===== src/rtl/pc_fetch_controller.sv =====
// Instruction fetch sequencer: requests a word from instruction memory,
// latches it, waits for the datapath to execute it, then strobes the PC.
// A memory response that never arrives parks the block in a sticky FAULT
// state that only reset clears.
//
//   state  | meaning
//   IDLE   | parked, waiting for start
//   REQ    | imem_req high, waiting for imem_gnt
//   WAIT   | granted, counting cycles until imem_rvalid or timeout
//   EXEC   | instr latched and stable, waiting for exec_done
//   UPDATE | one-cycle pc_load strobe, retire count bumped
//   FAULT  | memory timed out, frozen until reset
module pc_fetch_controller #(
    parameter int TIMEOUT = 16
) (
    input  logic        clk,
    input  logic        rst_n,
    input  logic        start,
    input  logic        halt,
    input  logic        exec_done,
    input  logic        imem_gnt,
    input  logic        imem_rvalid,
    input  logic [31:0] imem_rdata,
    output logic        imem_req,
    output logic [31:0] instr,
    output logic        instr_valid,
    output logic [6:0]  opcode,
    output logic [2:0]  func,
    output logic        pc_load,
    output logic [31:0] instr_count,
    output logic        fault,
    output logic        busy
);

    typedef enum logic [2:0] {
        ST_IDLE   = 3'd0,
        ST_REQ    = 3'd1,
        ST_WAIT   = 3'd2,
        ST_EXEC   = 3'd3,
        ST_UPDATE = 3'd4,
        ST_FAULT  = 3'd5
    } state_t;

    // Last WAIT count value; reaching it without rvalid means timeout.
    localparam logic [7:0] WAIT_LAST = 8'(TIMEOUT - 1);

    state_t      state;
    state_t      state_next;
    logic [7:0]  wait_cnt;
    logic [31:0] count_q;
    logic        timeout_hit;

    assign timeout_hit = (wait_cnt == WAIT_LAST);

    // Next-state decode; inputs outside their owning state are ignored.
    always_comb begin
        state_next = state;
        case (state)
            ST_IDLE:   if (start) state_next = ST_REQ;
            ST_REQ:    if (imem_gnt) state_next = ST_WAIT;
            ST_WAIT: begin
                // rvalid takes priority over a same-cycle timeout
                if (imem_rvalid)      state_next = ST_EXEC;
                else if (timeout_hit) state_next = ST_FAULT;
            end
            ST_EXEC:   if (exec_done) state_next = ST_UPDATE;
            ST_UPDATE: state_next = halt ? ST_IDLE : ST_REQ;
            ST_FAULT:  state_next = ST_FAULT;
            default:   state_next = ST_IDLE;
        endcase
    end

    // State register.
    always_ff @(posedge clk or negedge rst_n) begin
        if (!rst_n) state <= ST_IDLE;
        else        state <= state_next;
    end

    // Wait counter: zero outside WAIT, so it is clear on every entry.
    always_ff @(posedge clk or negedge rst_n) begin
        if (!rst_n)                wait_cnt <= 8'd0;
        else if (state == ST_WAIT) wait_cnt <= wait_cnt + 8'd1;
        else                       wait_cnt <= 8'd0;
    end

    // Instruction register; valid from the latch until UPDATE retires it.
    always_ff @(posedge clk or negedge rst_n) begin
        if (!rst_n) begin
            instr       <= 32'd0;
            instr_valid <= 1'b0;
        end else if (state == ST_WAIT && imem_rvalid) begin
            instr       <= imem_rdata;
            instr_valid <= 1'b1;
        end else if (state == ST_UPDATE) begin
            instr_valid <= 1'b0;
        end
    end

    // Registered strobes: pc_load is a clean flop output for the whole
    // UPDATE cycle, so the PC can capture it on the falling edge.
    always_ff @(posedge clk or negedge rst_n) begin
        if (!rst_n) begin
            pc_load <= 1'b0;
            count_q <= 32'd0;
            fault   <= 1'b0;
        end else begin
            pc_load <= (state_next == ST_UPDATE);
            if (state == ST_EXEC && state_next == ST_UPDATE)
                count_q <= count_q + 32'd1;
            if (state_next == ST_FAULT)
                fault <= 1'b1;
        end
    end

    assign instr_count = count_q;
    assign imem_req    = (state == ST_REQ);
    assign busy        = (state != ST_IDLE);
    assign opcode      = instr[6:0];
    assign func        = instr[14:12];

endmodule


===== config.mk =====
export PLATFORM = sky130hd
export DESIGN_NAME = pc_fetch_controller
export DESIGN_NICKNAME = d
export VERILOG_FILES = /design/src/rtl/pc_fetch_controller.sv
export SDC_FILE = /design/constraint.sdc
export NUM_CORES = 1
export LEC_CHECK = 0
export CAP_MARGIN = 10
export CORE_ASPECT_RATIO = 1.2
export CORE_MARGIN = 5
export CORE_UTILIZATION = 45
export CTS_CLUSTER_DIAMETER = 30
export DETAILED_ROUTE_END_ITERATION = 16
export GPL_TIMING_DRIVEN = 1
export HOLD_SLACK_MARGIN = 0.06
export PLACE_DENSITY_LB_ADDON = 0.3
export SLEW_MARGIN = 25
export SYNTH_ARGS = -nofsm -noshare
export SYNTH_HDL_FRONTEND = slang
export SYNTH_SLANG_ARGS = --single-unit

===== constraint.sdc =====
create_clock -name clk -period 3.8 [get_ports clk]
set_clock_uncertainty 0.2 [all_clocks]
set_input_delay 0.76 -clock clk [delete_from_list [all_inputs] [get_ports clk]]
set_output_delay 0.76 -clock clk [all_outputs]
set_load 0.02 [all_outputs]

==> metrics.txt, run 1 <==
status completed; Seq/Total Area, Yosys 0.547; count of pins over their slew limit 0; min Tclk post-route ~2800 ps; Seq cells post-synth 78; CTS H-tree depth 3; vias per cell 5.19; First DRT Iteration DRCs 90; simple logic cell fraction of the synthesized area 0.178; PortBufs 117; Hold Fails Final Rpt 0; Final setup viols 0; Max Cap Viol 0; Setup TNS Final 0 ps; Post-CTS Setup Inserts 0; main area contributors after synthesis dfrtp_1, mux2_2, xnor2_1; RD Place Congestion just under 0.8; first-pass GRT wire length 12900 um; Worst R2R Start state[1]; initial core utilization 0.463; CP arrival 1840 ps; Synthesis Warnings 0; Worst slew margin 0.541; Crit. End Element output port; vias in the first global route 2610; Worst Tran Pin Value 688 ps; r2r worst-path depth 4; top_reg_cell synth dfrtp_1; Detailed Route WL a little under 8000 um; post-CTS sizing 0; final non-filler cell total between 400 and 500; placed insts 475; Synth Instances 283; Layout area overhead 38.1%; xor/xnor share of the synthesized area 0.0883; CTS tree done; multiplexer share of the synthesized area 0.104; Max Root-Sink Buffers 2; CP Launch Type register; Worst-path clk slew 80 ps; peak supply drop 0.557 mV; Detailed Routing Iterations Pass 1 4; slowest stage cell, crit path clkdlybuf4s50_1; top cell type's share of synthesized area 0.547; Core Rows 35; Final HPWL DP 5630 um; hold crit path type in2async; Final Net Count 435; post-synth top area cell dfrtp_1; Die Width 91.3 um; Post-CTS Hold Buffers 0; die footprint 0.00982 sq mm; syn avg cell area between 10 and 15 sq um; async set or reset register ratio after synthesis 1.00; Worst-Skew Late Latency ~350 ps; DR vias ~2500; gr usage total 0.166; share of cells above drive strength 1 0.160; Num CTS Buffers 9; CTS root buf clkbuf_8; Post-synth EDFFs 0; maximum clock frequency 357 MHz; post-layout util 0.639; Post-Synth Adder-Cell Area 0.00701; power density cells 664 mW/mm^2; largest family of logic cells by synthesized area simple AND/OR/NAND/NOR gates; # DRC 0; fill cell count 594; post-synthesis compound-gate area fraction 0.0256; Register Area 0.00195 sq mm; Crit Path Class reg2out; Core ar. 0.00771 sq mm; Cell variety after synth 47; fin crit share 0.737; pin count of the biggest net entering global routing 79; Syn Nets 324; RSZ-0062 raised after global routing false; Clock Sinks just under 80; worst path cell trace or3_1 > clkdlybuf4s50_1; Reg2Reg Setup Slack 1500 ps; worst reg2reg path endpoint instr[2]; area of the multi-input gates around 0.0014 sq mm; Lkg Pwr about 2.2 nW; Mapped Area between 0.003 and 0.004 sq mm; initial antenna violation count 0; WP data required 2840 ps; CP max stage delay 560 ps; ant diodes 0; routed len/inst 15.9 um; post-route antenna net violation count 0; die height 108 um; grt total ovfl 0; I/O pins 118; crit-path max FO 14
metal layers:
metal  vias to the layer above  share of wire  GRT usage
met3                        13          0.045     0.0280
met2                        70           0.53      0.290
met4                         0          0.017     0.0828
met1                      1256           0.41      0.194
met5                         -              0          0
li1                       1209              -          -
critical path: cells and delay by family (launching register included):
| family | cells | cell delay (ps) |
|---|---|---|
| buf+inv | 1 | 560 |
| flops | 1 | 540 |
| simple gates | 1 | 400 |
cell usage after synthesis (2+ instances only):
cell type / n
dfrtp_1: 78
mux2_2: 30
xnor2_1: 18
xor2_1: 18
nand2_1: 15
nor2_1: 14
nand3_1: 12
buf_4: 10
inv_1: 8
nand4_1: 8
nor4_1: 7
buf_6: 6
and4_1: 5
o21ai_0: 5
nor3_1: 4
a21oi_1: 3
and3_1: 3
a21o_1: 2
and2_1: 2
ha_1: 2
mux2_1: 2
nand4_2: 2
nand4_4: 2
nor2b_1: 2
nor4_2: 2
or3_1: 2
registers in the layout, summed over array words and instances (netlist names):
| signal | flops |
|---|---|
| instr | 32 |
| instr_count | 32 |
| wait_cnt | 8 |
| state | 3 |
| fault | 1 |
| instr_valid | 1 |
| pc_load | 1 |
stage by stage:
step | hold WS [ps] | power [mW] | setup slack [ps] | cell area (sq um)
2_1_floorplan | 230 | 2.04 | 1630 | 3570
3_3_place_gp | 246 | 2.59 | 1100 | 4710
3_5_place_dp | 251 | 2.63 | 1080 | 4710
4_1_cts | 264 | 3.31 | 979 | 4920
5_1_grt | 288 | 3.42 | 911 | 4930
6_report | 225 | 3.27 | 1000 | 4930
cells by family (layout without fill, tap and decap cells):
logic type | after synthesis | after routing
buf+inv | 26 | 142
simple gates | 94 | 94
xor+xnor | 36 | 36
flops | 78 | 78
mux | 33 | 33
compound gates | 14 | 14
fa+ha+maj | 2 | 2
cell type report:
cell class / instances / area share
inverter: 8 / 0.00609
tap: 92 / 0.0234
clock inverter: 4 / 0.0142
sequential: 78 / 0.396
clock buffer: 12 / 0.0294
timing repair buffer: 118 / 0.239
multi-input combinational: 179 / 0.291
how the worst max path moves through the flow:
stage | from | end
final | state[0] | busy
after global routing | state[0] | imem_req
after CTS | state[0] | busy
after detailed placement | exec_done | instr_count[21]
after global placement | exec_done | instr_count[21]
after floorplan | state[0] | imem_req
power breakdown:
part / total, mW / leakage, nW / switching, mW / internal [mW]
logic: 1.36 / 1.07 / 0.640 / 0.719
clock network: 0.679 / 0.110 / 0.292 / 0.387
registers: 1.23 / 0.984 / 0.180 / 1.05
total: 3.27 / 2.16 / 1.11 / 2.16
layout by cell type, fill, tap and decap left out, drive strengths merged, types with 3 or more instances in the layout:
cell           Yosys  routed
a21oi              3       3
and3               4       4
and4               6       6
clkbuf             1      12
clkdlybuf4s50      0     116
dfrtp             78      78
inv                8       8
mux2              32      32
nand2             16      16
nand3             12      12
nand4             12      12
nor2              15      15
nor3               5       5
nor4              10      10
o21ai              5       5
xnor2             18      18
xor2              18      18
Power figures use the tool's default switching activity.
==> inputs of run 2 (changes only) <==
==> constraint.sdc (replaced) <==
create_clock -name clk -period 2.7 [get_ports clk]
set_clock_uncertainty 0.2 [all_clocks]
set_input_delay 0.54 -clock clk [delete_from_list [all_inputs] [get_ports clk]]
set_output_delay 0.54 -clock clk [all_outputs]
set_load 0.02 [all_outputs]
==> metrics.txt, run 2 (synthesized netlist as in run 1, its figures left out) <==
Worst Hold Depth 1; status completed (unchanged); CP max stage delay 560 ps (about the same); crit-path leading delay family buffers and inverters (unchanged); worst reg2reg path endpoint instr[4] (was instr[2]); crit-path max FO 14 (unchanged); Core ar. 0.00771 sq mm (unchanged); Detailed Route WL 7910 um (was 7790 um); grt total ovfl 0 (unchanged); die height 108 um (unchanged); worst path cell trace or3_1 > clkdlybuf4s50_1 (unchanged); Max Cap Viol 0 (unchanged); Lkg Pwr 2.15 nW (was 2.16 nW); CTS root buf clkbuf_8 (unchanged); First DRT Iteration DRCs 82 (was 90); post-route antenna net violation count 0 (unchanged); Crit. Startpoint state[0] (unchanged); most common cell after layout, fill and taps aside clkdlybuf4s50_1 (unchanged); Post-CTS Setup Inserts 0 (unchanged); Post-CTS Hold Buffers 1 (was 0); Worst R2R Start state[1] (unchanged); fin crit share 0.950; power density cells 897 mW/mm^2 (was 664 mW/mm^2); CP arrival 1820 ps (was 1840 ps); CTS tree done (unchanged); count of pins over their slew limit 0 (unchanged); Final HPWL DP 5880 um (was 5630 um); placed insts 477 (was 475); vias per cell 5.17 (was 5.19); Max Root-Sink Buffers 2 (unchanged); Worst-Skew Late Latency 340 ps (was 350 ps); Crit. End Element output port (unchanged); share of cells above drive strength 1 0.167 (was 0.160); initial antenna violation count 0 (unchanged); CTS H-tree depth 3 (unchanged); most frequent cells in the layout clkdlybuf4s50_1, dfrtp_1, mux2_2 (unchanged); PortBufs 117 (unchanged); Hold Fails Final Rpt 0 (unchanged); slowest stage cell, crit path clkdlybuf4s50_1 (unchanged); pin count of the biggest net entering global routing 41 (was 79); Crit path buffers/inverters 1 (unchanged); Crit Path Class reg2out (unchanged); Detailed Routing Iterations Pass 1 4 (unchanged); Layout area overhead 38.3% (was 38.1%); Setup TNS Final 0 ps (unchanged); initial core utilization 0.463 (unchanged); r2r worst-path depth 4 (unchanged); Place WS 292 ps (was 1080 ps); maximum clock frequency around 390 MHz; routed len/inst 16.0 um (was 15.9 um); gr usage total 0.171 (was 0.166); Die Width 91.3 um (unchanged); Worst slew margin 0.656 (was 0.541); # DRC 0 (unchanged); CP Launch Type register (unchanged); I/O pins 118 (unchanged); origin of the worst min-delay path wait_cnt[0]; RD Place Congestion 0.774 (was 0.781); first-pass GRT wire length 13400 um (was 12900 um); peak supply drop 0.672 mV (was 0.557 mV); Final setup viols 0 (unchanged); RSZ-0062 raised after global routing false (unchanged); Core Rows 35 (unchanged); min Tclk post-route roughly 2600 ps; final non-filler cell total 494 (was 491); Reg2Reg Setup Slack 570 ps (was 1500 ps); Worst-path clk slew 70 ps (was 80 ps); Num CTS Buffers 9 (unchanged); hold crit path type reg2reg (was in2async); final setup margin 136 ps (was 1000 ps); vias in the first global route 2618 (was 2610); Hold Path Sink wait_cnt[0]; WP data required 1960 ps (was 2840 ps); Worst Tran Pin Value 516 ps (was 688 ps); DR vias 2553 (was 2548); die footprint 0.00982 sq mm (unchanged); post-CTS sizing 0 (unchanged); Final Net Count 438 (was 435); ant diodes 0 (unchanged); Clock Sinks 78 (unchanged)
-- run 2: changes by cell type in the layout (fill, tap and decap cells not counted), sizes merged --
cell | previous run | this run
dlygate4sd3 | 0 | 1
buf | 2 | 4
clkbuf | 12 | 11
bufinv | 2 | 0
clkinvlp | 0 | 4
clkinv | 2 | 1
-- run 2: through the flow --
stage	util	instance area (sq um)	power (mW)	hold WS, ps
global route	0.640	4940	4.67	282
detailed placement	0.616	4750	3.71	256
global placement	0.616	4750	3.66	245
CTS	0.640	4940	4.49	266
floorplan	-	3570	2.88	44.4
finish	0.640	4940	4.43	265
-- run 2: worst register-to-register path, stage by stage, from the launching register on --
cell	delay, ps
dfrtp_1	580
or3b_4	520
nor2_4	130
buf_12	210
mux2_2	380
-- run 2: how the worst max path moves through the flow --
stage	to	cells past startpoint
2_1_floorplan	imem_req	2
3_3_place_gp	instr_count[13]	6
3_5_place_dp	instr_count[31]	6
4_1_cts	imem_req	2
5_1_grt	imem_req	2
6_report	busy	2
-- run 2: layout make-up --
class	count	area (sq um)
multi-input cells	179	1440
clock inverters	5	35.0
clock buffers	11	141
flip-flops and latches	78	1950
inverters	8	30.0
repair buffers	121	1230
fillers	607	2770
well taps	92	115
-- run 2: routing by layer --
metal | up-vias | GRT usage | part of all wire
met4 | 0 | 0.0734 | 0.018
met1 | 1264 | 0.198 | 0.41
met3 | 9 | 0.0350 | 0.049
li1 | 1217 | - | -
met2 | 63 | 0.303 | 0.53
met5 | - | 0 | 0
-- run 2: where the power goes --
group	leakage, nW	switching [mW]	total (mW)	internal, mW
Sequential	0.984	0.249	1.73	1.48
Combinational	1.09	0.902	1.93	1.02
Clock	0.0776	0.415	0.772	0.357
==> inputs of run 3 (changes only) <==
--- a/config.mk
+++ b/config.mk
@@ -14,6 +14,7 @@
 export GPL_TIMING_DRIVEN = 1
 export HOLD_SLACK_MARGIN = 0.06
 export PLACE_DENSITY_LB_ADDON = 0.3
+export REMOVE_ABC_BUFFERS = 1
 export SLEW_MARGIN = 25
 export SYNTH_ARGS = -nofsm -noshare
 export SYNTH_HDL_FRONTEND = slang
==> metrics.txt, run 3 (synthesized netlist as in run 1, its figures left out) <==
status completed (unchanged); Num CTS Buffers 9 (unchanged); die footprint 0.00982 sq mm (unchanged); ant diodes 0 (unchanged); pin count of the biggest net entering global routing 51 (was 41); Hold Fails Final Rpt 0 (unchanged); CP Launch Type register (unchanged); Lkg Pwr 2.17 nW (was 2.15 nW); vias per cell 5.20 (was 5.17); Final setup viols 0 (unchanged); first-pass GRT wire length 13000 um (was 13400 um); RD Place Congestion 0.800 (was 0.774); initial antenna violation count 0 (unchanged); Worst Tran Pin Value 640 ps (was 516 ps); Detailed Route WL 8080 um (was 7910 um); min Tclk post-route 2560 ps (about the same); placed insts 478 (was 477); Core Rows 35 (unchanged); CP arrival 1820 ps (about the same); die height 108 um (unchanged); peak supply drop 0.596 mV (was 0.672 mV); Core ar. 0.00771 sq mm (unchanged); most frequent cells in the layout clkdlybuf4s50_1, dfrtp_1, mux2_2 (unchanged); Worst-path clk slew 80 ps (was 70 ps); Worst slew margin 0.574 (was 0.656); fin crit share 0.950 (about the same); post-CTS sizing 0 (unchanged); RSZ-0062 raised after global routing false (unchanged); Pwr Total 4.63 mW (was 4.43 mW); PortBufs 117 (unchanged); power density cells 930 mW/mm^2 (was 897 mW/mm^2); Die Width 91.3 um (unchanged); DR vias 2576 (was 2553); share of cells above drive strength 1 0.169 (was 0.167); crit-path max FO 14 (unchanged); Detailed Routing Iterations Pass 1 4 (unchanged); gr usage total 0.165 (was 0.171); post-route antenna net violation count 0 (unchanged); Max Cap Viol 0 (unchanged); maximum clock frequency 390 MHz (about the same); post-layout util 0.646 (was 0.640); Max Root-Sink Buffers 2 (unchanged); final setup margin 136 ps (about the same); # DRC 0 (unchanged); hold crit path type reg2reg (unchanged); count of pins over their slew limit 0 (unchanged); CTS root buf clkbuf_8 (unchanged); initial core utilization 0.463 (unchanged); Final Net Count 439 (was 438); CTS H-tree depth 3 (unchanged); grt total ovfl 0 (unchanged); most common cell after layout, fill and taps aside clkdlybuf4s50_1 (unchanged); I/O pins 118 (unchanged); Crit Path Class reg2out (unchanged); Final HPWL DP 5990 um (was 5880 um); Clock Sinks 78 (unchanged); Worst-Skew Late Latency 340 ps (about the same); final non-filler cell total 495 (was 494); Setup TNS Final 0 ps (unchanged); Layout area overhead 39.5% (was 38.3%); WP data required 1960 ps (about the same); vias in the first global route 2601 (was 2618); Crit. End Element output port (unchanged); Place WS 311 ps (was 292 ps); First DRT Iteration DRCs 53 (was 82); CTS tree done (unchanged); routed len/inst 16.3 um (was 16.0 um)
[run 3: final cells by class]
| class | instances | area [sq um] |
|---|---|---|
| clock buffers | 11 | 141 |
| multi-input cells | 179 | 1440 |
| clock inverters | 5 | 82.6 |
| fillers | 611 | 2730 |
| well taps | 92 | 115 |
| inverters | 8 | 30.0 |
| flip-flops and latches | 78 | 1950 |
| repair buffers | 122 | 1220 |
[run 3: final timing paths]
kind,slack (ps),cells after the start,from,to
max in group asynchronous,1050,3,rst_n,instr[23]
min,270,1,fault,fault
min in group asynchronous,560,2,rst_n,instr[3]
min reg2reg,270,1,fault,fault
max reg2reg,570,4,state[1],instr[24]
max,140,2,state[0],busy
[run 3: critical path, stage by stage (launching register included)]
cell             delay [ps]
dfrtp_1                 530
or3_1                   410
clkdlybuf4s50_1         550
[run 3: power breakdown]
part	leakage (nW)	total, mW	switching [mW]	internal (mW)
logic	1.09	1.92	0.896	1.02
registers	0.984	1.75	0.270	1.48
clock network	0.102	0.962	0.416	0.546
[run 3: repair_timing]
| item | CTS | global route |
|---|---|---|
| hold endpoints to repair | 48 | 0 |
| hold buffers | 1 | 0 |
| buffers inserted | 0 | 0 |
[run 3: metal layers]
metal,vias up,routed length (um),global-route usage
li1,1215,-,-
met1,1242,3800,0.229
met2,108,3610,0.251
met3,11,547,0.0420
met4,0,128,0.0618
met5,-,0,0
[run 3: through the flow]
step	hold WS, ps	instance area, sq um
floorplan	44.4	3420
global placement	250	4740
detailed placement	250	4740
CTS	273	4980
global route	295	4980
finish	269	4980
